$ cat config.mk
export PLATFORM = sky130hd
export DESIGN_NAME = run_ctrl
export DESIGN_NICKNAME = d
export VERILOG_FILES = /design/src/rtl/cirno_pkg.sv /design/src/rtl/run_wdog.sv /design/src/rtl/run_ctrl.sv
export SDC_FILE = /design/constraint.sdc
export NUM_CORES = 1
export LEC_CHECK = 0
export ABC_AREA = 1
export CORE_ASPECT_RATIO = 2
export CORE_MARGIN = 2
export CORE_UTILIZATION = 48
export DETAILED_ROUTE_END_ITERATION = 10
export GPL_ROUTABILITY_DRIVEN = 0
export PLACE_DENSITY = 0.75
export SETUP_SLACK_MARGIN = 0.5
export SYNTH_ARGS = -nofsm -noshare
export SYNTH_HDL_FRONTEND = slang
export SYNTH_SLANG_ARGS = --single-unit
$ cat constraint.sdc
create_clock -name clk -period 1.75 [get_ports clk]
set_clock_uncertainty 0.2 [all_clocks]
set_input_delay 0.175 -clock clk [delete_from_list [all_inputs] [get_ports clk]]
set_output_delay 0.175 -clock clk [all_outputs]
set_load 0.02 [all_outputs]
$ cat src/rtl/cirno_pkg.sv
// Shared types and constants for the cirno core run controller.
// Holds the run FSM state type and the program-rotation helper.
package cirno_pkg;

    typedef enum logic [1:0] {
        IDLE   = 2'd0,
        LAUNCH = 2'd1,
        RUN    = 2'd2,
        DONE   = 2'd3
    } run_state_t;

    localparam int MAX_PROG = 4;
    localparam int PROG_IDW = 2;

    // Next program index in the rotation, wrapping after nprog-1.
    function automatic logic [PROG_IDW-1:0] next_prog(
        input logic [PROG_IDW-1:0] id,
        input int                  nprog
    );
        return (int'(id) == nprog - 1) ? '0 : id + 1'b1;
    endfunction

endpackage

$ cat src/rtl/run_wdog.sv
// Saturating up-counter with clear, enable and terminal-count flag.
// LIMIT=0 disables the terminal count; used for watchdog and cycle count.
module run_wdog #(
    parameter int W     = 16,
    parameter int LIMIT = 0
) (
    input  logic         clk,
    input  logic         reset,
    input  logic         clr,
    input  logic         en,
    output logic [W-1:0] cnt,
    output logic         tc
);

    localparam logic [W-1:0] TC_VAL = W'(LIMIT - 1);

    // Count enabled cycles, holding at all-ones instead of wrapping.
    always_ff @(posedge clk) begin
        if (reset || clr) begin
            cnt <= '0;
        end else if (en && (cnt != '1)) begin
            cnt <= cnt + 1'b1;
        end
    end

    assign tc = (LIMIT != 0) && (cnt == TC_VAL);

endmodule

$ cat src/rtl/run_ctrl.sv
// Run controller: init edge -> launch program, watch halt/watchdog -> done.
// Optional RUN_CTRL_CYCLE_COUNT_EN adds a 32-bit RUN cycle counter output.
module run_ctrl
    import cirno_pkg::*;
#(
    parameter int IW     = 10,
    parameter int NPROG  = 3,
    parameter int START0 = 0,
    parameter int START1 = 256,
    parameter int START2 = 512,
    parameter int START3 = 768,
    parameter int TMO    = 65535,
    parameter int TW     = 16
) (
    input  logic                clk,
    input  logic                reset,
    input  logic                init,
    input  logic                halt,
    output logic                pc_load,
    output logic [IW-1:0]       pc_start,
    output logic                core_en,
    output logic                done,
    output logic                busy,
    output logic [PROG_IDW-1:0] prog_id,
    output logic                timeout
`ifdef RUN_CTRL_CYCLE_COUNT_EN
    ,
    output logic [31:0]         cycles
`endif
);

    run_state_t          state;
    logic                init_q;
    logic                launch_ev;
    logic                go_launch;
    logic                run_en;
    logic                wd_tc;
    logic [TW-1:0]       wd_unused_cnt;
    logic [PROG_IDW-1:0] id_nxt;

    function automatic logic [IW-1:0] start_of(
        input logic [PROG_IDW-1:0] id
    );
        case (id)
            2'd0:    return IW'(START0);
            2'd1:    return IW'(START1);
            2'd2:    return IW'(START2);
            default: return IW'(START3);
        endcase
    endfunction

    assign launch_ev = init & ~init_q;
    assign run_en    = (state == RUN);

    // Decide whether a launch is accepted and which program it starts.
    always_comb begin
        go_launch = 1'b0;
        id_nxt    = prog_id;
        if (launch_ev && (state == IDLE)) begin
            go_launch = 1'b1;
        end else if (launch_ev && (state == DONE)) begin
            go_launch = 1'b1;
            id_nxt    = next_prog(prog_id, NPROG);
        end
    end

    // Run FSM plus launch bookkeeping (program index, start PC, timeout).
    always_ff @(posedge clk) begin
        if (reset) begin
            state    <= IDLE;
            init_q   <= 1'b0;
            prog_id  <= '0;
            pc_start <= '0;
            timeout  <= 1'b0;
        end else begin
            init_q <= init;
            case (state)
                IDLE:    if (launch_ev) state <= LAUNCH;
                LAUNCH:  state <= RUN;
                RUN:     if (halt || wd_tc) state <= DONE;
                DONE:    if (launch_ev) state <= LAUNCH;
                default: state <= IDLE;
            endcase
            if (go_launch) begin
                prog_id  <= id_nxt;
                pc_start <= start_of(id_nxt);
                timeout  <= 1'b0;
            end
            if (run_en && !halt && wd_tc) begin
                timeout <= 1'b1;
            end
        end
    end

    // Outputs decode directly from the registered state.
    always_comb begin
        pc_load = (state == LAUNCH);
        core_en = (state == RUN);
        done    = (state == DONE);
        busy    = (state == LAUNCH) || (state == RUN);
    end

    run_wdog #(
        .W     (TW),
        .LIMIT (TMO)
    ) u_wdog (
        .clk   (clk),
        .reset (reset),
        .clr   (go_launch),
        .en    (run_en),
        .cnt   (wd_unused_cnt),
        .tc    (wd_tc)
    );

`ifdef RUN_CTRL_CYCLE_COUNT_EN
    logic cyc_unused_tc;

    run_wdog #(
        .W     (32),
        .LIMIT (0)
    ) u_cyc (
        .clk   (clk),
        .reset (reset),
        .clr   (go_launch),
        .en    (run_en),
        .cnt   (cycles),
        .tc    (cyc_unused_tc)
    );
`endif

endmodule

Word level (Yosys, flattened, before mapping). Index checks and enable logic that the tools add are counted.

Register bits after elaboration: 32. Bits of input ports: 4. Output and inout port bits: 17.

Add/sub/neg operators: 2. Eq/ne operators: 10. Muxes and demuxes: 11. Bitwise operators: 2. Reduce and logical (&&, ||, !) cells: 14.

Operators with widths (number): $pmux W10 S3 (1); $add A16 B1 Y16 const B (1); $eq A16 B16 Y1 const B (1); $ne A16 B16 Y1 const B (1); $mux W2 (5); $eq A2 B2 Y1 const B (4); $pmux W2 S3 (1); $logic_and A1 B1 Y1 (5); $eq A2 B1 Y1 const B (2); $logic_not A2 Y1 (2); $mux W1 (4); $ne A2 B1 Y1 const B (2); $logic_or A1 B1 Y1 (3); $add A2 B1 Y2 const B (1); $reduce_and A2 Y1 (1); $reduce_bool A2 Y1 (1); $reduce_or A2 Y1 (1); $and A1 B1 Y1 (1); $logic_not A1 Y1 (1); $not A1 Y1 (1).

Logic depth before layout (Yosys ltp).
Depth in word-level cells: 7. Gate-level depth with buffers: 11. Depth with buffers taken out: 10.

Modules after synthesis. A second synthesis with hierarchy kept.

Cells, all modules: 222. Area, all modules: 1493.9 µm².

Modules (own cells, without submodules): run_wdog (times used 1, cells an instance 152, area an instance 998.5 µm², seq. area each 320.3 µm²); run_ctrl (times used 1, cells an instance 70, area an instance 495.5 µm², seq. area each 140.1 µm²).

Worst setup path after synthesis. Ideal clock, no wire load.

Path kind: reg2reg. Start: register state[0]. End: register timeout. Library setup time: 0.119 ns. Data arrival time: 1.331 ns. Slack: 0.100 ns. Stages on the path, launching flop included: 8. Path buffers: 1. Clock period less this slack: 1.650 ns. Cells stage by stage: dfxtp_1 -> ha_1 -> nand2_1 -> nand3_1 -> inv_1 -> buf_6 -> nand2_1 -> o31ai_1.

Cells in the longest elaborated chain, start to end: 5. Elaborated cells between the ends (all ways): 11. Those cells by class: eq/ne: 2; mux: 3; reduce/logical: 6.

Ends and longest elaborated chain: start: declaration (RTL line run_ctrl.sv:32) `run_state_t state;`; start signal: assignment (RTL line run_ctrl.sv:70) `state <= IDLE;`; start signal: assignment (RTL line run_ctrl.sv:78) `IDLE: if (launch_ev) state <= LAUNCH;`; start signal: assignment (RTL line run_ctrl.sv:79) `LAUNCH: state <= RUN;`; $eq A2 B2 Y1; net done (RTL line run_ctrl.sv:22) `output logic done,`; $logic_and A1 B1 Y1 (RTL line run_ctrl.sv:61) `end else if (launch_ev && (state == DONE)) begin`; $mux W1 (RTL line run_ctrl.sv:61); $mux W1 (RTL line run_ctrl.sv:59) `if (launch_ev && (state == IDLE)) begin`; $reduce_bool A2 Y1 (no line); end signal: assignment (RTL line run_ctrl.sv:74) `timeout <= 1'b0;`; end signal: assignment (RTL line run_ctrl.sv:87) `timeout <= 1'b0;`; end signal: assignment (RTL line run_ctrl.sv:90) `timeout <= 1'b1;`; end: declaration (RTL line run_ctrl.sv:25) `output logic timeout`.

The timed path passes the listed nets, and every way through them passes these cells. A chain may end at the register's enable or synchronous reset.

Final worst setup path.
Start: register u_wdog.cnt[4]. End: register u_wdog.cnt[3].

Cells in the longest elaborated chain, start to end: 2.

Ends and longest elaborated chain: start: declaration (RTL line run_wdog.sv:11) `output logic [W-1:0] cnt,`; start signal: assignment (RTL line run_wdog.sv:22) `cnt <= cnt + 1'b1;`; $ne A16 B16 Y1 (RTL line run_wdog.sv:21) `end else if (en && (cnt != '1)) begin`; $logic_and A1 B1 Y1 (RTL line run_wdog.sv:21).

No other way between the ends.

==> summary.txt <==
status -> finished clean
Initial Utilization -> 50.45%
Critical Path Source Type -> flip-flop
crit path kind -> flip-flop to flip-flop
Final period util -> 92.62%
total gr overflow -> 0
power per cell area -> 1063 nW/um2
CTS root buffer -> clkbuf_8
Initial DRC Count -> 74
Die H -> 80.31 um
most frequent cells in the layout -> nand2_1, buf_4, inv_1
Arrival @ worst endpoint -> 1630 ps
global-route usage over all layers -> 23.06%
P_leak -> 0.8653 nW
Yosys warning total -> 0
Hold WC Path Type -> flip-flop to flip-flop
initial antenna violation count -> 0
DR WL/cell -> 15.96 um
CP max-delay cell -> dfxtp_2
CTS tree -> yes
Max H-tree Level -> 1
area grow syn2layout -> 47.63%
Die W -> 42.16 um
final hold violations -> 0
HP Start -> pc_start[9]
Fmax -> 617.0 MHz
Final Setup Violations -> 0
clock buffer count from CTS -> 3
RSZ-0062 raised after global routing -> yes
maximum vdd drop -> 0.001108 V
die area -> 3385 um2
Max-cap violations -> 0
clk slew on worst S/H paths -> 90 ps
diode count -> 0
fill cell count -> 193
most used cell, CP -> nand2_2
via/cell ratio -> 5.577
DRC viols -> 0
Pins Over Slew Limit -> 0
first-pass GRT wire length -> 5934 um
vias in the first global route -> 1370
Buffers & Inverters on Critical Path -> 1
Mapped Cells -> 204
worst stage delay on the critical path -> 390 ps
Nets -> 257
CP Depth -> 9
Clk Latency, worst-skew pair -> 270 ps
DRT Pass-1 Iters -> 4
Seq cells post-synth -> 24
Hold Path End -> pc_start[9]
Critical Path Fanout Max -> 16
layout cells sized above 1 -> 43.27%
Hold Path Depth -> 2
TritonCTS Sinks -> 24
Top delay family on crit path -> simple AND/OR/NAND/NOR gates
worst-path cell chain -> nand2_2 > nor2_4 > nand2_2 > nand2_2 > nand2_4 > buf_12 > nand3_1 > nand2_1 > nor2_1
# IOs -> 21
distinct cell type count after synthesis -> 26
largest net degree at the start of global routing -> 17
worst path required time -> 1760 ps
Total Wirelength -> 4372 um
r2r worst-path depth -> 9
hpwl dp -> 2476 um
Final ANT Viol Nets -> 0
R2R Setup Slk -> 130 ps
setup TNS -> 0 ps
core area -> 2770 um2
commonest non-fill, non-tap cell in the layout -> nand2_1
hold_ws -> 247.5 ps
Synth Cell Area -> 1398 um2
clk buf depth -> 2
IO Port Bufs -> 12
post-synthesis sequential area ratio -> 34.38%
routed vias -> 1528
FF-to-FF End -> u_wdog.cnt[3]
std cell rows -> 27
Period minus WS final -> 1621 ps
Reg2Reg Launch Point -> u_wdog.cnt[4]
Avg Cell Area, Syn -> 6.851 um2
endpoint class of the critical path -> flip-flop
cell families (layout without fill, tap and decap cells):
group | Yosys count | count (layout) | share of synthesized area, %
compound gates | 23 | 23 | 9.133
xor+xnor | 3 | 3 | 1.880
fa+ha+maj | 7 | 7 | 6.266
buf+inv | 37 | 71 | 13.43
flops | 24 | 24 | 34.38
other cells | 1 | 8 | 0.2683
simple gates | 109 | 109 | 34.65
registers in the layout (all words and copies together) (netlist names):
name        flops
timeout         1
init_q          1
state           2
u_wdog.cnt     16
prog_id         2
pc_start        2
where the power goes:
group	internal [mW]	switching [mW]
Combinational	0.475	0.533
Sequential	0.614	0.0767
Clock	0.306	0.189
tightest hold or removal path, delay by kind of cell (launching register included):
kind             cells  cell delay (ps)
AND/OR/NAND/NOR      2               90
flip-flops           1              320
worst max-delay path by stage:
stage                  start             end  slack, ps
3_5_place_dp            init      prog_id[1]         50
3_3_place_gp            init      prog_id[1]         80
5_1_grt        u_wdog.cnt[4]   u_wdog.cnt[2]         80
6_report       u_wdog.cnt[4]   u_wdog.cnt[3]        130
4_1_cts        u_wdog.cnt[0]   u_wdog.cnt[0]        210
2_1_floorplan  u_wdog.cnt[1]  u_wdog.cnt[15]        290
metal layers:
layer | track usage [%] | routed length (um) | up-vias
met5 | 0 | 0 | -
met4 | 18.13 | 249 | 0
met3 | 3.820 | 252 | 28
met2 | 42.19 | 2394 | 80
met1 | 21.90 | 1475 | 705
li1 | - | - | 715
synthesized netlist by cell type (all sizes together):
cell type | n | area (um2)
dfxtp | 24 | 480.5
or2 | 1 | 6.260
buf | 11 | 90.08
xnor2 | 2 | 17.52
nor3 | 2 | 10.01
inv | 26 | 97.59
nor2 | 27 | 121.4
nand2 | 58 | 227.7
xor2 | 1 | 8.760
o211ai | 1 | 7.510
conb | 1 | 3.750
nand3 | 14 | 75.07
o22ai | 1 | 6.260
nand4 | 7 | 43.79
o21bai | 1 | 7.510
o31ai | 1 | 7.510
a21oi | 14 | 70.07
o21ai | 5 | 28.78
ha | 7 | 87.58
through the flow:
step | utilization [%] | setup WS [ps] | cell area, um2 | instances | power (mW)
finish | 74.48 | 129.1 | 2063 | 274 | 2.194
global route | 74.48 | 78.43 | 2063 | 274 | 2.273
CTS | 68.38 | 207.5 | 1894 | 266 | 2.041
detailed placement | 62.38 | 49.62 | 1728 | 255 | 1.423
global placement | 62.38 | 81.10 | 1728 | 255 | 1.402
floorplan | - | 291.7 | 1548 | 211 | 1.248
final cells by class:
| class | count | area [um2] | area share (%) |
|---|---|---|---|
| inverters | 26 | 110.1 | 5.337 |
| repair inverters | 1 | 6.256 | 0.3032 |
| multi-input cells | 150 | 982.2 | 47.60 |
| repair buffers | 40 | 351.6 | 17.04 |
| well taps | 29 | 36.28 | 1.759 |
| clock inverters | 1 | 30.03 | 1.455 |
| clock buffers | 3 | 41.29 | 2.001 |
| flip-flops and latches | 24 | 505.5 | 24.50 |
repair_timing:
action                     CTS  global route
hold buffers                 0             0
buffers inserted             7             7
pin swaps                   11            13
gates resized for setup     58            31
setup endpoints to repair   32            27
gates cloned                 0             1
(Power assumes the default switching activity.)
